--- config.mk ---
export PLATFORM = sky130hd
export DESIGN_NAME = layered_mac_stage
export DESIGN_NICKNAME = d
export VERILOG_FILES = /design/src/rtl/layered_mac_stage.sv
export SDC_FILE = /design/constraint.sdc
export NUM_CORES = 1
export LEC_CHECK = 0
export BUFFER_PORTS_ARGS = -buffer_cell sky130_fd_sc_hd__buf_2
export CORE_ASPECT_RATIO = 0.8
export CORE_MARGIN = 2
export CORE_UTILIZATION = 40
export CTS_BUF_LIST = sky130_fd_sc_hd__clkbuf_16
export CTS_CLUSTER_DIAMETER = 80
export DETAILED_ROUTE_END_ITERATION = 12
export PLACE_DENSITY = 0.61
export SYNTH_ARGS = -nofsm -noshare
export SYNTH_HDL_FRONTEND = slang
export SYNTH_SLANG_ARGS = --single-unit
--- constraint.sdc ---
create_clock -name clock -period 8.75 [get_ports clock]
set_input_delay 1.75 -clock clock [delete_from_list [all_inputs] [get_ports clock]]
set_output_delay 1.75 -clock clock [all_outputs]
set_load 0.005 [all_outputs]
--- src/rtl/layered_mac_stage.sv ---
// Multi-layer dot-product MAC: one rectified, fixed-point-scaled result per layer, N_LAYERS layers per go.
// Define LAYERED_MAC_STAGE_SATURATE_EN to clamp positive overflow of z_element instead of truncating.
`timescale 1ns/1ps
module layered_mac_stage #(
    parameter int DATA_W    = 16,
    parameter int ACC_W     = 40,
    parameter int FRAC_BITS = 16,
    parameter int N_LAYERS  = 4,
    parameter int N_SEL     = 4,
    localparam int SEL_W    = $clog2(N_SEL),
    localparam int LAYER_W  = (N_LAYERS > 1) ? $clog2(N_LAYERS) : 1
) (
    input  logic                         clock,
    input  logic                         clear_n,
    input  logic                         go,
    input  logic                         abort,
    input  logic [SEL_W-1:0]             sel,
    input  logic [N_SEL*DATA_W-1:0]      a_elements,
    input  logic                         a_element_ready,
    input  logic [N_LAYERS*DATA_W-1:0]   b_elements,
    input  logic                         b_element_ready,
    input  logic                         last_element,
    output logic [DATA_W-1:0]            z_element,
    output logic                         z_element_ready,
    output logic [LAYER_W-1:0]           z_layer,
    output logic                         busy,
    output logic                         done
);

    typedef enum logic [1:0] {
        IDLE  = 2'd0,
        RUN   = 2'd1,
        FLUSH = 2'd2
    } state_t;

    localparam logic [LAYER_W-1:0]      LAST_LAYER = LAYER_W'(N_LAYERS - 1);
    localparam logic signed [ACC_W-1:0] ACC_ZERO   = '0;
`ifdef LAYERED_MAC_STAGE_SATURATE_EN
    localparam logic signed [ACC_W-1:0] SAT_LIMIT  = ACC_W'(1) << (FRAC_BITS + DATA_W - 1);
    localparam logic [DATA_W-1:0]       Z_MAX      = {1'b0, {(DATA_W-1){1'b1}}};
`endif

    state_t                     state;
    state_t                     state_next;
    logic                       accept;
    logic                       layer_done;
    logic                       final_layer;
    logic signed [DATA_W-1:0]   a_sel;
    logic signed [DATA_W-1:0]   b_sel;
    logic signed [2*DATA_W-1:0] product;
    logic signed [ACC_W-1:0]    acc;
    logic signed [ACC_W-1:0]    sum;
    logic signed [ACC_W-1:0]    pre;
    logic [LAYER_W-1:0]         layer;
    logic [LAYER_W-1:0]         pre_layer;
    logic                       pre_valid;
    logic                       pre_final;
    logic [DATA_W-1:0]          z_next;

    // Loop muxes keep out-of-range sel codes (non power-of-two N_SEL) at a defined zero.
    always_comb begin
        a_sel = '0;
        for (int i = 0; i < N_SEL; i++) begin
            if (sel == SEL_W'(i)) begin
                a_sel = a_elements[i*DATA_W +: DATA_W];
            end
        end
    end

    always_comb begin
        b_sel = '0;
        for (int i = 0; i < N_LAYERS; i++) begin
            if (layer == LAYER_W'(i)) begin
                b_sel = b_elements[i*DATA_W +: DATA_W];
            end
        end
    end

    assign product     = (2*DATA_W)'(a_sel) * (2*DATA_W)'(b_sel);
    assign sum         = acc + ACC_W'(product);
    assign final_layer = (layer == LAST_LAYER);
    assign layer_done  = accept && last_element;
    assign busy        = (state != IDLE);

    always_ff @(posedge clock or negedge clear_n) begin
        if (!clear_n) begin
            state <= IDLE;
        end else begin
            state <= state_next;
        end
    end

    // NOTE: every signal written here gets a default first, so no path can infer a latch.
    always_comb begin
        state_next = state;
        accept     = 1'b0;
        case (state)
            IDLE: begin
                if (go) begin
                    state_next = RUN;
                end
            end
            RUN: begin
                // abort outranks a same-cycle accept: nothing is summed or emitted.
                if (abort) begin
                    state_next = IDLE;
                end else begin
                    accept = a_element_ready && b_element_ready;
                    if (accept && last_element && final_layer) begin
                        state_next = FLUSH;
                    end
                end
            end
            FLUSH: begin
                state_next = IDLE;
            end
            default: begin
                state_next = IDLE;
            end
        endcase
    end

    // NOTE: sequential state uses non-blocking assignments so every register samples pre-edge values.
    always_ff @(posedge clock or negedge clear_n) begin
        if (!clear_n) begin
            acc       <= '0;
            layer     <= '0;
            pre       <= '0;
            pre_layer <= '0;
            pre_valid <= 1'b0;
            pre_final <= 1'b0;
        end else begin
            pre_valid <= layer_done;
            pre_final <= layer_done && final_layer;
            if (state == IDLE && go) begin
                acc   <= '0;
                layer <= '0;
            end else if (state == RUN && abort) begin
                acc <= '0;
            end else if (accept) begin
                if (last_element) begin
                    pre       <= sum;
                    pre_layer <= layer;
                    acc       <= '0;
                    layer     <= final_layer ? '0 : layer + LAYER_W'(1);
                end else begin
                    acc <= sum;
                end
            end
        end
    end

    always_comb begin
        z_next = pre[FRAC_BITS +: DATA_W];
        if (pre < ACC_ZERO) begin
            z_next = '0;
        end
`ifdef LAYERED_MAC_STAGE_SATURATE_EN
        else if (pre >= SAT_LIMIT) begin
            z_next = Z_MAX;
        end
`endif
    end

    // z_element and z_layer hold their value between results; only the strobes pulse.
    always_ff @(posedge clock or negedge clear_n) begin
        if (!clear_n) begin
            z_element       <= '0;
            z_element_ready <= 1'b0;
            z_layer         <= '0;
            done            <= 1'b0;
        end else begin
            z_element_ready <= pre_valid;
            done            <= pre_final;
            if (pre_valid) begin
                z_element <= z_next;
                z_layer   <= pre_layer;
            end
        end
    end

endmodule

== After elaboration in Yosys (flattened, before gate mapping) ==
Index checks and enable logic that the tools add are counted.
W data, S select, Z words.

* Add/subtract/negate cells: 2
* Multiply operators: 1
* Magnitude comparators: 1
* Eq/ne operators: 10
* Multiplexer cells: 24
* Bitwise operators: 2
* Reduce and logical (&&, ||, !) cells: 17

{| class="wikitable"
|+ Operators with widths
! operator !! number
|-
| $mux W40 || 4
|-
| $mux W16 || 9
|-
| $add A40 B32 Y40 || 1
|-
| $lt A40 B1 Y1 const B || 1
|-
| $mul A16 B16 Y32 || 1
|-
| $mux W2 || 8
|-
| $eq A2 B2 Y1 const B || 4
|-
| $logic_and A1 B1 Y1 || 7
|-
| $eq A2 B1 Y1 const B || 3
|-
| $logic_not A2 Y1 || 3
|-
| $reduce_bool A2 Y1 || 3
|-
| $ne A2 B2 Y1 const B || 2
|-
| $pmux W2 S2 || 1
|-
| $reduce_and A4 Y1 || 1
|-
| $ne A3 B3 Y1 const B || 1
|-
| $reduce_and A3 Y1 || 1
|-
| $reduce_bool A3 Y1 || 1
|-
| $add A2 B1 Y2 const B || 1
|-
| $mux W1 || 2
|-
| $not A1 Y1 || 2
|-
| $reduce_and A2 Y1 || 1
|}

* Bits in registers: 108
* Output and inout port bits: 21
* Logic and storage cells: 68

== Longest topological paths before layout ==
Gate-level depths: netlist of the first run.

* Word-level depth: 11
* Mapped depth: 33

== Worst setup path after synthesis of the first run ==
Ideal clock, no wire load.

* Path kind: in2reg
* Start point: input port sel[0]
* End point: register acc[33]
* Data arrival time: 8468 ps
* Data required time: 8628 ps
* Setup slack: 161 ps
* Cell stages on the path: 25
* Path buffers: 3
* Path through: clkbuf_1 > buf_2 > buf_2 > mux2_2 > o21ai_1 > nor2_1 > fa_1 > inv_1 > fa_1 > fa_1 > inv_1 > fa_1 > fa_1 > inv_1 > fa_1 > inv_1 > ha_1 > a21o_1 > a21o_1 > a221oi_4 > nor3_2 > o21a_1 > o21a_1 > or3_1 > a32o_1

* Cells in the longest elaborated chain, start to end: 11

{| class="wikitable"
|+ Ends and longest elaborated chain
! item !! RTL line !! source
|-
| from (decl) || 17 || <nowiki>input logic [SEL_W-1:0] sel,</nowiki>
|-
| $logic_not A2 Y1 || 64 || <nowiki>if (sel == SEL_W'(i)) begin</nowiki>
|-
| $mux W16 (3 in a row) || 64 ||
|-
| $mux W16 * || 64 ||
|-
| $mul A16 B16 Y32 * || 79 || <nowiki>assign product = (2*DATA_W)'(a_sel) * (2*DATA_W)'(b_sel);</nowiki>
|-
| $add A40 B32 Y40 * || 80 || <nowiki>assign sum = acc + ACC_W'(product);</nowiki>
|-
| $mux W40 * || 141 || <nowiki>if (last_element) begin</nowiki>
|-
| $mux W40 * || 140 || <nowiki>end else if (accept) begin</nowiki>
|-
| $mux W40 * || 138 || <nowiki>end else if (state == RUN && abort) begin</nowiki>
|-
| $mux W40 * || 135 || <nowiki>if (state == IDLE && go) begin</nowiki>
|-
| to (signal assigned) || 147 || <nowiki>acc <= sum;</nowiki>
|-
| to (decl) || 51 || <nowiki>logic signed [ACC_W-1:0] acc;</nowiki>
|}

Mark *: on every way between the ends. The rest lies on a longest branch, timed or not. The select of a mux whose other input is x is not followed.
A chain may end at the register's enable or synchronous reset.

== Worst setup path after layout of the first run ==
* Start point: input port b_elements[12]
* End point: register acc[34]

* Cells in the longest elaborated chain, start to end: 10

{| class="wikitable"
|+ Ends and longest elaborated chain
! item !! RTL line !! source
|-
| from (decl) || 20 || <nowiki>input logic [N_LAYERS*DATA_W-1:0] b_elements,</nowiki>
|-
| $mux W16 (4 in a row) || 73 || <nowiki>if (layer == LAYER_W'(i)) begin</nowiki>
|-
| $mul A16 B16 Y32 || 79 ||
|-
| $add A40 B32 Y40 || 80 ||
|-
| $mux W40 || 141 ||
|-
| $mux W40 || 140 ||
|-
| $mux W40 || 138 ||
|-
| $mux W40 || 135 ||
|}

No other way between the ends. The select of a mux whose other input is x is not followed.

==> results.tsv, run 1 <==
stage	metric	value	unit
sta	maxSlewViolCount	0	
setup_path	r2r_slack	840	ps
setup_path	cp-startpoint	b_elements[12]	
detailed_routing	viasPerCell	4.99	
sta	fin_skew	8.79	ps
logic_synthesis	synth_flop_cell	dfrtp_1	
sta	rsz0062_at_grt	false	
die	die_x	232	um
cts	cts_root_buf	clkbuf_16	
detailed_routing	dr.pass1.iters	5	
cts	cts_resized	0	
detailed_routing	drtIter0Drc	882	
placed_design	hpwl	38.2	mm
worst_hold_path	hp-class	flop to flop	
cells_and_area	num-nets-final	2569	
sta	finalCriticalPeriod	8270	ps
logic_synthesis	synth_top_area_frac	0.398	
grt	grt_pass1_vias	13700	
logic_synthesis	yosysSeqAreaShare	0.128	
cells_and_area	n_fill_cell	4021	
cts	clock_latency	340	ps
detailed_routing	drcViolationCount	0	
setup_path	reg2regPathDepth	25	
die	start_util	0.407	
cts	clock_path_buffers	2	
logic_synthesis	synth-edff-count	0	
cts	cts_tree	built	
setup_path	path_common_cell	fa_1	
cells_and_area	drive_above_1_share	0.139	
setup_path	reg2reg_to	acc[34]	
cts	cts_hold_buf	0	
logic_synthesis	synth_xor_area_frac	0.0169	
run_status	status	complete, no violations	
sta	relSlewSlack	0.340	
setup_path	crit_buf_inv	5	
logic_synthesis	yosys.area_share.simple	0.132	
die	num_rows	66	
logic_synthesis	syn-cell-area	16600	sq um
setup_path	worstSetupPathType	input pin to flop	
setup_path	endpoint_kind	flop	
setup_path	slowest_stage	o21ai_1	
detailed_routing	dr_total_vias	12600	
die	die_area	43100	sq um
detailed_routing	wirelength	44.6	mm
placed_design	io_buffer_count	157	
setup_path	r2r-start	layer[0]	
setup_path	cp.depth	27	
detailed_routing	drtAntennaViolNets	0	
cells_and_area	syn_to_final_growth	12.2	%
cts	cts_buffers	9	
sta	setup_viol_count_final	0	
grt	gr-total-overflow	0	
detailed_routing	post_drt_wl_per_cell	17.6	um
grt	grt_antenna_before_repair	1	
logic_synthesis	synth.distinct_cells	63	
grt	grt_pass1_wl	73.9	mm
sta	worst_pin_slew	983	ps
logic_synthesis	syn_avg_cell_area	9.13	sq um
logic_synthesis	syn_inst	1816	
setup_path	worstPathArrival	8460	ps
die	core_area	40800	sq um
grt	track_usage	0.220	
cts	cts_sinks	85	
logic_synthesis	synth_top_family_by_area	adder cells	
logic_synthesis	synthMuxAreaShare	0.0284	
cts	cts.reportedPaths.clkPinSlew	60	ps
logic_synthesis	yosysMostFrequentCell	inv_1	
sta	fmax	121	MHz
logic_synthesis	yosysWarnings	0	
logic_synthesis	synth-compound-area-share	0.0941	
setup_path	critPathMaxStageDelay	760	ps
cells_and_area	diodes	0	
logic_synthesis	ys_top_cells_by_count	inv_1 (428), fa_1 (330), nand2_1 (211)	
setup_path	crit_family	adder cells	
sta	finalHoldViolCount	0	
job	maxCapViolCount	0	
logic_synthesis	syn_nets	2402	
setup_path	required	8940	ps
die	top_level_ports	158	
cts	postCtsSetupRepairBufs	0	
setup_path	critPathCapture	acc[34]	
grt	grt_max_degree	63	
logic_synthesis	synthAdderAreaFrac	0.488	
logic_synthesis	ys_async_sr_fraction	1.00	
logic_synthesis	ys_seq_elements	85	
sta	fin_crit_sh	0.946	
placed_design	place_congestion	0.918	
cts	htree_levels	3	
setup_path	worstPathMaxFanout	12	
cells_and_area	final_core_util	0.456	
logic_synthesis	yosys-top-cells-area	fa_1 (40%), dfrtp_1 (13%), inv_1 (9.7%), ha_1 (9.0%), nand2_1 (4.8%)	
logic_synthesis	synth_area_leader_cell	fa_1	
setup_path	setup.worst_path.start_class	input pin	
die	dieHeight	186	um
sta	setup_tns	0	ps
-- registers in the layout, summed over array words and instances (netlist names) --
signal	cells
z_element	16
done	1
state	2
z_element_ready	1
pre	17
acc	40
layer	2
pre_layer	2
pre_final	1
pre_valid	1
z_layer	2
-- placed cells by master, fill, tap and decap left out, types with 5 or more instances in the layout --
master	Yosys	routed
inv_1	428	429
fa_1	330	330
nand2_1	211	211
buf_2	5	156
nor2_1	121	121
ha_1	119	119
dfrtp_1	85	85
o21ai_0	68	67
a21oi_1	66	66
buf_4	0	62
and2_1	33	33
nor2b_1	32	31
a21o_1	19	19
xnor2_1	19	19
nand3b_1	17	17
a22o_1	16	16
mux2_2	14	14
o21ai_1	12	13
xor2_1	13	13
nand2b_1	11	11
mux2i_1	11	11
nand3_1	11	11
o21a_1	10	10
mux4_2	9	9
clkbuf_16	0	9
nand4_1	8	8
o21bai_1	8	8
a211oi_1	6	6
a221o_1	5	5
or2_2	5	5
or3_1	5	5
-- kinds of logic after synthesis --
logic type,count (synthesis)
xor+xnor,32
mux,34
simple gates,478
flops,85
fa+ha+maj,449
buf+inv,494
compound gates,244
-- final cells by class --
| cell class | instances | area (sq um) | share of cell area |
|---|---|---|---|
| clock buffers | 9 | 225 | 0.0121 |
| clock inverters | 7 | 52.6 | 0.00282 |
| inverters | 429 | 1610 | 0.0865 |
| multi-input cells | 1237 | 12600 | 0.677 |
| flip-flops and latches | 85 | 2130 | 0.114 |
| well taps | 544 | 681 | 0.0366 |
| repair buffers | 221 | 1310 | 0.0702 |
-- layer usage --
layer  vias to the layer above  part of all wire  global-route usage
met5                         -                 0                   0
met4                         0            0.0097              0.0362
met3                        25             0.066              0.0300
met2                       384              0.42               0.326
met1                      6328              0.51               0.347
li1                       5895                 -                   -
-- worst register-to-register path, delay by kind of cell, from the launching register on --
kind	cells	cell delay, ps
XOR/XNOR	1	140
buffers and inverters	6	750
AND/OR/NAND/NOR	5	780
adder cells (fa/ha/maj)	8	4070
flip-flops	1	440
AO/OA/AOI/OAI	5	1580
-- metrics by stage --
| step | setup WS (ps) | hold slack, ps | cell area, sq um | instances |
|---|---|---|---|---|
| after floorplan | 161 | 331 | 16600 | 1816 |
| after global placement | 217 | 335 | 18300 | 2516 |
| after detailed placement | 122 | 343 | 18300 | 2516 |
| after CTS | 472 | 355 | 18600 | 2532 |
| after global routing | 105 | 375 | 18600 | 2532 |
| final | 476 | 358 | 18600 | 2532 |
-- worst min path at each step --
stage               from  endpoint  slack (ps)  cells past startpoint
5_1_grt        pre_final      done         380                      0
4_1_cts        pre_final      done         360                      0
6_report       pre_final      done         360                      0
2_1_floorplan  pre_final      done         330                      0
3_3_place_gp   pre_final      done         330                      0
3_5_place_dp   pre_final      done         340                      0
Power of run 1 is not shown: default switching activity piles up to over one toggle a cycle in this logic, so the estimate is an artifact.
==> run 2, diff against run 1 <==
==> config.mk (replaced) <==
export PLATFORM = sky130hd
export DESIGN_NAME = layered_mac_stage
export DESIGN_NICKNAME = d
export VERILOG_FILES = /design/src/rtl/layered_mac_stage.sv
export SDC_FILE = /design/constraint.sdc
export NUM_CORES = 1
export LEC_CHECK = 0
export BUFFER_PORTS_ARGS = -buffer_cell sky130_fd_sc_hd__buf_4
export CORE_ASPECT_RATIO = 0.8
export CORE_MARGIN = 2
export CORE_UTILIZATION = 30
export CTS_BUF_LIST = sky130_fd_sc_hd__clkbuf_16
export CTS_CLUSTER_DIAMETER = 80
export DETAILED_ROUTE_END_ITERATION = 12
export PLACE_DENSITY = 0.49
export SYNTH_ARGS = -nofsm -noshare
export SYNTH_HDL_FRONTEND = slang
export SYNTH_SLANG_ARGS = --single-unit
==> run 2 against run 1 <==
  * Wire length increased by 7.1%
  * Global-route usage shrank 4.4 points
  * Cell count rose by 7.2%
  * First-iteration DRC count fell by 6.3%
  * Utilization decreased by 10 points
  * Flip-flop and latch count stayed put
  * Non-clock buffer count grew 17
  * Maximum frequency down 0.80%
  * Critical path depth grew 1
  * Die area grew 33%
  * Largest cell class unchanged
  * Highest routed layer unchanged
==> results.tsv, run 2 (same netlist as run 1, synthesis figures left out) <==
stage	metric	value	unit	change
run_status	status	complete, no violations		
cts	cts_sinks	85		unchanged
sta	holdWs	350	ps	-8.52 ps
cts	htree_levels	3		unchanged
detailed_routing	drtAntennaViolNets	0		unchanged
sta	finalCriticalPeriod	8340	ps	+66.4 ps
sta	fmax	120	MHz	-0.80%
grt	grt_pass1_wl	79.4	mm	+7.5%
die	die_area	57200	sq um	+33%
detailed_routing	post_drt_wl_per_cell	17.6	um	-0.11%
cells_and_area	final_cell_mix	inv_1 (430), fa_1 (330), buf_4 (235)		
detailed_routing	dr_total_vias	12600		-0.33%
die	core_area	54900	sq um	+35%
grt	track_usage	0.177		-0.0435
cts	cts.reportedPaths.clkPinSlew	60	ps	about the same
placed_design	io_buffer_count	157		unchanged
cells_and_area	largest_reg_flops	40		unchanged
job	maxCapViolCount	0		unchanged
detailed_routing	drtIter0Drc	826		-6.3%
placed_design	hpwl	41.4	mm	+8.5%
sta	setup_tns	0	ps	unchanged
placed_design	place_congestion	0.958		+4.3%
setup_path	required	8980	ps	+40 ps
sta	maxSlewViolCount	0		unchanged
cells_and_area	diodes	0		unchanged
sta	setup_viol_count_final	0		unchanged
placed_design	dp_cells	2700		+7.3%
cells_and_area	num-nets-final	2586		+0.66%
cells_and_area	final_common_cell	inv_1		
setup_path	slowest_stage	fa_1		
sta	fin_skew	10.1	ps	+1.33 ps
sta	worst_pin_slew	1190	ps	+203 ps
setup_path	path_common_cell	fa_1		
cells_and_area	max_flop_register	acc		
detailed_routing	wirelength	47.8	mm	+7.1%
cells_and_area	top_regs	acc x40, pre x17, z_element x16		
die	start_util	0.302		-0.105
cells_and_area	syn_to_final_growth	16.7	%	
die	top_level_ports	158		unchanged
setup_path	endpoint_kind	flop		
detailed_routing	drcViolationCount	0		unchanged
grt	grt_pass1_vias	13800		+1.0%
detailed_routing	dr.pass1.iters	5		unchanged
setup_path	worstSetupPathType	input pin to flop		
worst_hold_path	hp-class	flop to flop		
setup_path	setup.worst_path.start_class	input pin		
sta	rsz0062_at_grt	false		
die	die_x	267	um	+15%
setup_path	critPathMaxStageDelay	680	ps	-80 ps
cells_and_area	drive_above_1_share	0.147		+0.00837
die	dieHeight	214	um	+15%
grt	grt_max_degree	67		+6.3%
sta	relSlewSlack	0.209		-0.131
die	num_rows	77		+17%
sta	fin_crit_sh	0.953		+0.00759
sta	finalHoldViolCount	0		unchanged
cts	cts_hold_buf	0		unchanged
grt	gr-total-overflow	0		unchanged
detailed_routing	viasPerCell	4.64		-7.1%
cts	cts_root_buf	clkbuf_16		
setup_path	worstPathMaxFanout	8		-4
grt	grt_antenna_before_repair	0		-1
setup_path	worstPathArrival	8570	ps	+110 ps
cts	cts_buffers	9		unchanged
cts	cts_tree	built		
cts	clock_path_buffers	2		unchanged
cells_and_area	instances_no_fill	2715		+7.2%
cts	clock_latency	350	ps	about the same
run 2: area by class of cell:
cell class	count	area (sq um)
fillers	5666	35600
multi-input cells	1237	12600
flip-flops and latches	85	2130
repair buffers	238	1820
inverters	429	1610
well taps	711	890
clock buffers	9	225
clock inverters	6	57.6
run 2: final timing paths:
path                          startpoint  endpoint  slack, ps  cells past startpoint
setup / recovery           b_elements[7]   acc[33]        410                     28
hold / removal                 pre_final      done        350                      0
setup reg to reg                layer[0]   acc[38]        610                     27
hold reg to reg                pre_final      done        350                      0
max in group asynchronous        clear_n   acc[25]       6300                      2
min in group asynchronous        clear_n    acc[7]       1290                      1
run 2: what timing repair did:
action                                  CTS  global route
setup buffers                             0             0
resized for setup                         0             6
endpoints found under the setup margin    0             7
run 2: stage by stage:
step	util	setup slack (ps)	instance area, sq um
2_1_floorplan	-	161	16600
3_3_place_gp	0.347	40.6	19100
3_5_place_dp	0.347	17.3	19100
4_1_cts	0.352	331	19300
5_1_grt	0.353	2.08	19400
6_report	0.353	410	19400
run 2: per-layer routing:
metal,routed length [um],up-vias,GRT usage,share of wire
li1,-,5936,-,-
met3,2560,33,0.0224,0.054
met5,0,-,0,0
met4,505,0,0.0294,0.011
met2,19400,294,0.254,0.41
met1,25300,6327,0.283,0.53
run 2: critical path, delay by kind of cell:
kind            cells  cell delay, ps
compound gates      9            1670
fa+ha+maj           7            3530
buf+inv             6             760
simple gates        6             880
Power of run 2 is left out for the same reason.
